### src/rtl/wb_arbiter_pkg.sv
// Shared definitions for the write-back arbiter.
// Holds the register address/data widths, the zero-register constant and the
// buffered write entry layout {live, addr, data}.
package wb_arbiter_pkg;

  localparam int unsigned WB_ADDR_W = 5;
  localparam int unsigned WB_DATA_W = 32;

  localparam logic [WB_ADDR_W-1:0] ZERO_REG = '0;

  typedef struct packed {
    logic                 live;
    logic [WB_ADDR_W-1:0] addr;
    logic [WB_DATA_W-1:0] data;
  } wb_entry_t;

endpackage

### src/rtl/wb_buf.sv
// Circular buffer of deferred long-latency register writes.
// Ports:
//   clk, rst                 clock, synchronous active-high reset
//   push, push_addr/data     append a live entry at the tail
//   pop                      retire the head entry
//   head                     head entry (valid when !empty)
//   empty, full              occupancy flags
//   cancel, cancel_addr      clear the live bit of every entry matching cancel_addr
//   look_addr1/2, look_hit1/2  live-entry address match (never hits register 0)
module wb_buf
  import wb_arbiter_pkg::*;
#(
  parameter int unsigned DEPTH = 2
) (
  input  logic                 clk,
  input  logic                 rst,
  input  logic                 push,
  input  logic [WB_ADDR_W-1:0] push_addr,
  input  logic [WB_DATA_W-1:0] push_data,
  input  logic                 pop,
  output wb_entry_t            head,
  output logic                 empty,
  output logic                 full,
  input  logic                 cancel,
  input  logic [WB_ADDR_W-1:0] cancel_addr,
  input  logic [WB_ADDR_W-1:0] look_addr1,
  output logic                 look_hit1,
  input  logic [WB_ADDR_W-1:0] look_addr2,
  output logic                 look_hit2
);

  localparam int unsigned PTR_W = (DEPTH > 1) ? $clog2(DEPTH) : 1;
  localparam int unsigned CNT_W = $clog2(DEPTH + 1);

  wb_entry_t        mem [DEPTH];
  logic [PTR_W-1:0] head_ptr;
  logic [PTR_W-1:0] tail_ptr;
  logic [CNT_W-1:0] count;

  assign empty = (count == '0);
  assign full  = (count == CNT_W'(DEPTH));
  assign head  = mem[head_ptr];

  // Pointer, count and live-bit state. The push is applied after the cancel
  // so an entry written this cycle is never cancelled by a same-cycle pipe write.
  always_ff @(posedge clk) begin
    if (rst) begin
      head_ptr <= '0;
      tail_ptr <= '0;
      count    <= '0;
      for (int i = 0; i < int'(DEPTH); i++) begin
        mem[i].live <= 1'b0;
      end
    end else begin
      if (cancel) begin
        for (int i = 0; i < int'(DEPTH); i++) begin
          if (mem[i].addr == cancel_addr) begin
            mem[i].live <= 1'b0;
          end
        end
      end
      if (pop) begin
        mem[head_ptr].live <= 1'b0;
        head_ptr           <= head_ptr + PTR_W'(1);
      end
      if (push) begin
        mem[tail_ptr] <= '{live: 1'b1, addr: push_addr, data: push_data};
        tail_ptr      <= tail_ptr + PTR_W'(1);
      end
      case ({push, pop})
        2'b10:   count <= count + CNT_W'(1);
        2'b01:   count <= count - CNT_W'(1);
        default: count <= count;
      endcase
    end
  end

  // Pending-write lookups; free slots always have live=0.
  always_comb begin
    look_hit1 = 1'b0;
    look_hit2 = 1'b0;
    for (int i = 0; i < int'(DEPTH); i++) begin
      if (mem[i].live && (mem[i].addr == look_addr1)) look_hit1 = 1'b1;
      if (mem[i].live && (mem[i].addr == look_addr2)) look_hit2 = 1'b1;
    end
    if (look_addr1 == ZERO_REG) look_hit1 = 1'b0;
    if (look_addr2 == ZERO_REG) look_hit2 = 1'b0;
  end

endmodule

### src/rtl/wb_arbiter.sv
// Write-back arbiter in front of the register file write port.
// Merges the never-stalling MEM/WB write with buffered long-latency results.
// Ports:
//   clk, rst                       clock, synchronous active-high reset
//   pipe_we/waddr/wdata            MEM/WB write (always wins)
//   lu_valid/lu_ready/waddr/wdata  long-latency result handshake
//   we/waddr/wdata                 registered register-file write
//   pend_raddr1/2, pend_hit1/2     ID-stage pending-write lookups (combinational)
// Optional build macro: WB_BYPASS_EN -- an accepted result goes straight to the
// output registers when the buffer is empty and the pipe is idle.
module wb_arbiter
  import wb_arbiter_pkg::*;
#(
  parameter int unsigned ADDR_W = WB_ADDR_W,
  parameter int unsigned DATA_W = WB_DATA_W,
  parameter int unsigned DEPTH  = 2
) (
  input  logic              clk,
  input  logic              rst,
  input  logic              pipe_we,
  input  logic [ADDR_W-1:0] pipe_waddr,
  input  logic [DATA_W-1:0] pipe_wdata,
  input  logic              lu_valid,
  output logic              lu_ready,
  input  logic [ADDR_W-1:0] lu_waddr,
  input  logic [DATA_W-1:0] lu_wdata,
  output logic              we,
  output logic [ADDR_W-1:0] waddr,
  output logic [DATA_W-1:0] wdata,
  input  logic [ADDR_W-1:0] pend_raddr1,
  output logic              pend_hit1,
  input  logic [ADDR_W-1:0] pend_raddr2,
  output logic              pend_hit2
);

  logic      pipe_real;
  logic      lu_nonzero;
  logic      xfer;
  logic      bypass;
  logic      push;
  logic      pop;
  logic      buf_empty;
  logic      buf_full;
  logic      hit1_raw;
  logic      hit2_raw;
  wb_entry_t head;

  assign pipe_real  = pipe_we && (pipe_waddr != ZERO_REG);
  assign lu_nonzero = (lu_waddr != ZERO_REG);
  assign lu_ready   = !rst && !buf_full;
  assign xfer       = lu_valid && lu_ready;

`ifdef WB_BYPASS_EN
  assign bypass = xfer && lu_nonzero && buf_empty && !pipe_real;
`else
  assign bypass = 1'b0;
`endif

  // Writes to register 0 are accepted but dropped.
  assign push = xfer && lu_nonzero && !bypass;
  assign pop  = !pipe_real && !buf_empty;

  assign pend_hit1 = hit1_raw && !rst;
  assign pend_hit2 = hit2_raw && !rst;

  wb_buf #(
    .DEPTH (DEPTH)
  ) u_buf (
    .clk         (clk),
    .rst         (rst),
    .push        (push),
    .push_addr   (lu_waddr),
    .push_data   (lu_wdata),
    .pop         (pop),
    .head        (head),
    .empty       (buf_empty),
    .full        (buf_full),
    .cancel      (pipe_real),
    .cancel_addr (pipe_waddr),
    .look_addr1  (pend_raddr1),
    .look_hit1   (hit1_raw),
    .look_addr2  (pend_raddr2),
    .look_hit2   (hit2_raw)
  );

  // Output registers: pipe write, then buffer head, then (optionally) bypass.
  // A cancelled head is retired with we=0 and the address/data are held.
  always_ff @(posedge clk) begin
    if (rst) begin
      we    <= 1'b0;
      waddr <= '0;
      wdata <= '0;
    end else if (pipe_real) begin
      we    <= 1'b1;
      waddr <= pipe_waddr;
      wdata <= pipe_wdata;
    end else if (!buf_empty) begin
      we <= head.live;
      if (head.live) begin
        waddr <= head.addr;
        wdata <= head.data;
      end
    end else if (bypass) begin
      we    <= 1'b1;
      waddr <= lu_waddr;
      wdata <= lu_wdata;
    end else begin
      we <= 1'b0;
    end
  end

endmodule

### config.mk
export PLATFORM = sky130hd
export DESIGN_NAME = wb_arbiter
export DESIGN_NICKNAME = d
export VERILOG_FILES = /design/src/rtl/wb_arbiter_pkg.sv /design/src/rtl/wb_buf.sv /design/src/rtl/wb_arbiter.sv
export SDC_FILE = /design/constraint.sdc
export NUM_CORES = 1
export LEC_CHECK = 0
export ABC_AREA = 1
export CAP_MARGIN = 20
export CELL_PAD_IN_SITES_DETAIL_PLACEMENT = 0
export CELL_PAD_IN_SITES_GLOBAL_PLACEMENT = 1
export CORE_MARGIN = 1.5
export CORE_UTILIZATION = 30
export CTS_BUF_LIST = sky130_fd_sc_hd__clkbuf_4
export DETAILED_ROUTE_END_ITERATION = 10
export PLACE_DENSITY = 0.78
export SETUP_SLACK_MARGIN = 0.4
export SYNTH_ARGS = -nofsm -noshare
export SYNTH_HDL_FRONTEND = slang
export SYNTH_SLANG_ARGS = --single-unit
### constraint.sdc
create_clock -name clk -period 2.5 [get_ports clk]
set_input_delay 0.5 -clock clk [delete_from_list [all_inputs] [get_ports clk]]
set_output_delay 0.5 -clock clk [all_outputs]
set_load 0.01 [all_outputs]
==> summary.md, run 1 <==
| Metric | Value |
|---|---|
| Run status | finished clean |
| Setup crit start | u_buf.mem[1][33] |
| Crit. End Element | output pin |
| Fin nets | 878 |
| Die ar. | 19000 µm² |
| Seq/Total Area, Yosys | 57.2% |
| Critical path class | reg -> out |
| Final setup margin | 243 ps |
| Clk Latency, worst-skew pair | 540 ps |
| Netlist cell types | 24 |
| RSZ-0062 raised after global routing | true |
| CTS Buf Count | 17 |
| FP Rows | 49 |
| Die Wd | 138 µm |
| M2 GR Usage | 27.4% |
| Pre-antenna DRT Iters | 4 |
| Critical path peak fanout | 4 |
| First-pass GRT wire length | 23400 µm |
| Number of global-route vias before repair | 4450 |
| Multi-input logic area | 1890 µm² |
| Clock Skew | 20.4 ps |
| DR vias | 4673 |
| Clock root buffer | clkbuf_4 |
| Hold Path Class | reg -> reg |
| Peak supply drop | 0.000341 V |
| Largest net degree at the start of global routing | 40 |
| Initial DRC Count | 191 |
| IO buf count | 128 |
| Reg2Reg Setup Slack | 600 ps |
| Die Span Y | 138 µm |
| CTS tree | done |
| Kind of start point of the critical path | flop |
| GR Util met1 | 20.7% |
| Cells after Synth | 636 |
| Grt peak-use layer | met2 |
| YS warnings | 0 |
| Initial core utilization | 30.5% |
| Synth-to-Final Area Change | 37.5% |
| Fin. max-slew vios | 0 |
| I/O pin total | 129 |
| DP Cell Count | 984 |
| Worst-path clk slew | 100 ps |
| Routed WL | 15100 µm |
| PwrDens | 629 nW/µm² |
| Post-route ant nets | 0 |
| Vias per cell | 4.53 |
| Power, Total | 4.72 mW |
| Leak | 3.28 nW |
| Fin Hold WS | 481 ps |
| Total GRT Usage | 16.5% |
| Average wire per standard cell | 14.7 µm |
| Pre-CTS setup slack | -123 ps |
| Relative slew slack | 63.0% |
| Initial antenna violation count | 2 |
| Worst path required time | 2000 ps |
| FILL cells | 1812 |
| Gpl congestion | 0.782 |
| Maxcap violations | 0 |
| Final hold vios | 0 |
| Reg area | 3130 µm² |
| CORE AREA | 17900 µm² |
| Fmax | 0.443 GHz |
| Synthesized area | 5460 µm² |
| Synth Net Count | 725 |
| Htree depth | 4 |
| Setup violations, final | 0 |
| Avg Inst Size Synth | 8.59 µm² |
| Seq cells post-synth | 119 |
| Fin crit share | 90.3% |
| Finished Layout Cells | 1032 |
| Worst EP arrival | 1760 ps |
| Detailed-placement wirelength estimate | 10100 µm |
| Met3 GRT Util | 4.71% |
| Maximum root-to-sink buffer count | 2 |
| Drc violations | 0 |
| Tmin final | 2260 ps |
| Grt ovf | 0 |
| Final Core Density | 42.0% |
| Sink Count | 119 |
| Layout cells sized above 1 | 11.2% |
| Worst-margin pin slew | 554 ps |
| Hold Path Origin | u_buf.count[0] |
## worst paths after layout
path                    end  cells after the start
max               pend_hit2                      6
min          u_buf.count[0]                      1
max reg2reg        wdata[2]                      8
min reg2reg  u_buf.count[0]                      1
## power by group
part / switching, mW / total [mW] / internal, mW
Clock: 0.737 / 1.41 / 0.676
Sequential: 0.0802 / 2.30 / 2.22
Combinational: 0.555 / 1.01 / 0.458
## synth_stat cells
cell,number,area (µm²)
nand3_1,122,611
buf_4,7,52.6
inv_2,2,7.51
xnor2_1,4,35.0
and3_1,1,6.26
nor3_1,6,30.0
nand2_2,2,12.5
nand2_1,208,781
buf_2,13,65.1
a21oi_1,10,50.1
edfxtp_1,74,2220
nand4_1,4,25.0
ha_1,1,12.5
xor2_1,9,78.8
o22ai_1,2,12.5
clkbuf_1,6,22.5
o21ai_0,13,65.1
nor2_4,2,22.5
buf_6,6,67.6
nor2_1,27,101
nor4_1,1,6.26
inv_1,70,263
dfxtp_1,45,901
nand2_4,1,11.3
## logic make-up (layout without fill, tap and decap cells)
family          count (synthesis)  after routing  share of synthesized area [%]
compound gates                 25             25                           2.34
xor+xnor                       13             13                           2.08
fa+ha+maj                       1              1                          0.229
buf+inv                       104            270                           8.75
flops                         119            119                           57.2
other cells                     0              1                              0
simple gates                  374            374                           29.4
## sequential cells by signal, summed over array words and instances (netlist names), named ones only
register	flops
u_buf.mem	76
u_buf.tail_ptr	1
we	1
wdata	32
u_buf.count	2
u_buf.head_ptr	1
waddr	5
## placed cells by master, fill, tap and decap left out, drive strengths merged
| master | n |
|---|---|
| xor2 | 9 |
| clkbuf | 17 |
| clkinv | 8 |
| diode | 1 |
| and3 | 1 |
| o22ai | 2 |
| nand4 | 4 |
| clkdlybuf4s50 | 125 |
| nor2 | 29 |
| bufinv | 3 |
| clkinvlp | 6 |
| nand2 | 211 |
| ha | 1 |
| o21ai | 13 |
| inv | 70 |
| dfxtp | 45 |
| dlygate4sd2 | 1 |
| nor4 | 1 |
| nand3 | 122 |
| buf | 40 |
| edfxtp | 74 |
| nor3 | 6 |
| a21oi | 10 |
| xnor2 | 4 |
## final cells by class
class	count	share of cell area (%)
antenna	1	0.0333
clock buffer	17	1.70
clock inverter	15	2.15
inverter	72	3.70
multi-input combinational	413	25.1
sequential	119	41.6
tap	229	3.81
timing repair buffer	166	21.9
## through the flow
stage | instance area, µm² | setup TNS (ps)
floorplan | 5470 | 0
global placement | 7100 | -216
detailed placement | 7100 | -237
CTS | 7460 | 0
global route | 7510 | 0
finish | 7510 | 0
## critical path, stage by stage, from the launching register on
cell      delay [ps]
edfxtp_1         470
buf_4            180
xor2_1           150
nor2_1            90
nand3_1           90
a21oi_2          120
buf_2            140
## routing by layer
| layer | wire length [µm] | vias to the layer above |
|---|---|---|
| li1 | - | 2382 |
| met1 | 6880 | 2149 |
| met2 | 7190 | 125 |
| met3 | 839 | 17 |
| met4 | 220 | 0 |
| met5 | 0 | - |
## timing repair
action,CTS,global route
hold buffers,0,0
pin swaps,0,4
resized for setup,12,6
endpoints found under the setup margin,3,3
buffers inserted,11,4
Note: power is estimated with default switching activity, not from simulation.
==> run 2, diff against run 1 <==
--- a/config.mk
+++ b/config.mk
@@ -6,14 +6,14 @@
 export NUM_CORES = 1
 export LEC_CHECK = 0
 export ABC_AREA = 1
-export CAP_MARGIN = 20
+export CAP_MARGIN = 15
 export CELL_PAD_IN_SITES_DETAIL_PLACEMENT = 0
 export CELL_PAD_IN_SITES_GLOBAL_PLACEMENT = 1
 export CORE_MARGIN = 1.5
-export CORE_UTILIZATION = 30
+export CORE_UTILIZATION = 38
 export CTS_BUF_LIST = sky130_fd_sc_hd__clkbuf_4
 export DETAILED_ROUTE_END_ITERATION = 10
-export PLACE_DENSITY = 0.78
+export PLACE_DENSITY = 0.93
 export SETUP_SLACK_MARGIN = 0.4
 export SYNTH_ARGS = -nofsm -noshare
 export SYNTH_HDL_FRONTEND = slang
==> run 2 against run 1 <==
Critical path depth stayed put. Cell area is 0.70% lower. Register-to-register slack worse by 50 ps. Sequential cell count stayed put. Non-clock buffer count is 4 higher. Sequential share of layout area is 0.28 points higher. First-iteration DRC count is 49% higher. Maximum frequency is 2.3% higher. Routed wire length is 6.9% lower. Worst hold slack better by 5.1 ps. Critical path type unchanged. Highest routed layer unchanged.
==> summary.md, run 2 (same netlist as run 1, synthesis figures left out) <==
| Metric | Value |
|---|---|
| Layout cells sized above 1 | 11.9% (+0.67 points) |
| Largest net degree at the start of global routing | 55 (+38%) |
| Die ar. | 15100 µm² (-21%) |
| Maxcap violations | 0 (unchanged) |
| Critical path class | reg -> out |
| FP Rows | 43 (-12%) |
| CTS Hold Buffers Added | 0 (unchanged) |
| Placed cell area | 7040 µm² (-0.83%) |
| Pre-antenna DRT Iters | 5 (+1) |
| CTS Buf Count | 17 (unchanged) |
| Maximum root-to-sink buffer count | 2 (unchanged) |
| Fin. max-slew vios | 0 (unchanged) |
| Run status | finished clean |
| I/O pin total | 129 (unchanged) |
| Worst EP arrival | 1710 ps (-50 ps) |
| First-pass GRT wire length | 21500 µm (-8.3%) |
| Initial core utilization | 39.2% (+8.7 points) |
| Initial DRC Count | 284 (+49%) |
| Gpl congestion | 0.819 (+4.8%) |
| Fin crit share | 88.2% (-2.1 points) |
| Most common cell after layout, fill and taps aside | nand2_1 |
| Hold Path Class | reg -> reg |
| Setup violations, final | 0 (unchanged) |
| Relative slew slack | 32.0% (-31 points) |
| Drc violations | 0 (unchanged) |
| Sum Neg Setup Slack | 0 ps (unchanged) |
| Post-route ant nets | 0 (unchanged) |
| Peak supply drop | 0.000346 V (+1.5%) |
| Setup crit start | u_buf.mem[0][32] |
| Fin nets | 883 (+0.57%) |
| Pre-CTS setup slack | -118 ps (+4.17 ps) |
| Clock Skew | 19.8 ps (-0.625 ps) |
| Worst-path clk slew | 100 ps (about the same) |
| Htree depth | 4 (unchanged) |
| Grt ovf | 0 (unchanged) |
| Critical path peak fanout | 5 (+1) |
| Top reg by flops | u_buf.mem |
| Tmin final | 2210 ps (-51.8 ps) |
| Combinational power share | 21.6% (about the same) |
| Total net switching power | 1.33 mW (-3.2%) |
| Synth-to-Final Area Change | 36.6% |
| Clk Latency, worst-skew pair | 530 ps (about the same) |
| Worst path required time | 2000 ps (about the same) |
| Number of global-route vias before repair | 4310 (-3.1%) |
| Clock power frac | 28.9% (-1.0 points) |
| Clock root buffer | clkbuf_4 |
| Initial antenna violation count | 0 (-2) |
| DR vias | 4698 (+0.53%) |
| P_int | 3.31 mW (-1.3%) |
| CTS tree | done |
| Worst-margin pin slew | 1020 ps (+465 ps) |
| Hold Path Origin | u_buf.tail_ptr |
| Leading registers by flop count | u_buf.mem: 76 flops, wdata: 32 flops, waddr: 5 flops |
| Sw frac | 28.7% (-0.40 points) |
| Fmax | 0.453 GHz (+2.3%) |
| PwrDens | 622 nW/µm² (-1.1%) |
| Max FFs per register | 76 (unchanged) |
| Most frequent cells in the layout | 208 x nand2_1, 125 x clkdlybuf4s50_1, 121 x nand3_1, 74 x edfxtp_1, 65 x inv_1 |
| Total GRT Usage | 19.0% (+2.6 points) |
| Vias per cell | 4.76 (+5.1%) |
| Antenna Cells | 0 (-1) |
| Final Cell Area | 7460 µm² (-0.70%) |
| Sink Count | 119 (unchanged) |
| RSZ-0062 raised after global routing | true |
| Part of the power in registers | 49.5% (+0.9 points) |
| Detailed-placement wirelength estimate | 9160 µm (-9.7%) |
| Leak | 3.31 nW (+0.68%) |
| Kind of start point of the critical path | flop |
| Routed WL | 14100 µm (-6.9%) |
| Crit. End Element | output pin |
| Final setup margin | 295 ps (+51.8 ps) |
| IO buf count | 128 (unchanged) |
| Die Wd | 123 µm (-11%) |
| Die Span Y | 123 µm (-11%) |
| Average wire per standard cell | 14.3 µm (-2.7%) |
| Final hold vios | 0 (unchanged) |
| CORE AREA | 13900 µm² (-22%) |
-- run 2: changes by cell type in the layout (fill, tap and decap cells not counted), sizes merged --
| cell | before | now |
|---|---|---|
| buf | 40 | 44 |
| bufinv | 3 | 2 |
| clkbuf | 17 | 22 |
| diode | 1 | 0 |
| nor2 | 29 | 30 |
| clkinvlp | 6 | 2 |
-- run 2: routing by layer --
layer	share of wire [%]	vias up	track usage [%]
met5	0	-	0
met4	1.5	0	6.83
met3	7.0	20	6.23
met2	47	157	30.8
met1	44	2135	23.8
li1	-	2386	-
-- run 2: what timing repair did --
action | in CTS | in global routing
pin swaps | 6 | 5
endpoints found under the setup margin | 3 | 8
cloned | 0 | 1
hold endpoints to repair | 0 | 0
setup buffers | 14 | 3
gates resized for setup | 14 | 5
-- run 2: layout make-up --
type	instances	area, µm²
Timing Repair Buffer	170	1660
Sequential cell	119	3120
Clock buffer	22	165
Inverter	72	278
Clock inverter	10	106
Fill cell	1293	6470
Multi-Input combinational cell	414	1900
Tap cell	180	225
-- run 2: path summary, 6_finish.rpt --
path / end / slack, ps / cells past startpoint
setup / recovery: pend_hit1 / 290 / 6
hold / removal: u_buf.tail_ptr / 490 / 2
hold reg to reg: u_buf.tail_ptr / 490 / 2
setup reg to reg: wdata[22] / 550 / 7
-- run 2: critical path: stages (launching register included) --
cell	delay (ps)
edfxtp_1	500
inv_2	110
nor2_2	40
nor3_2	150
nand3_1	90
a21oi_1	150
buf_2	150
-- run 2: through the flow --
| stage | std cells | util, % | total power, mW | hold slack (ps) |
|---|---|---|---|---|
| after floorplan | 636 | - | 2.88 | 454 |
| after global placement | 937 | 50.5 | 3.30 | 466 |
| after detailed placement | 937 | 50.5 | 3.31 | 475 |
| after CTS | 983 | 53.2 | 4.67 | 481 |
| after global routing | 987 | 53.5 | 4.89 | 480 |
| final | 987 | 53.5 | 4.64 | 486 |
-- run 2: power by group through the flow --
stage / sequential, mW / clock (mW) / combinational, mW
after floorplan: 2.34 / 0 / 0.539
after global placement: 2.34 / 0 / 0.961
after detailed placement: 2.34 / 0 / 0.972
after CTS: 2.30 / 1.38 / 0.994
after global routing: 2.31 / 1.46 / 1.12
final: 2.29 / 1.34 / 1.00
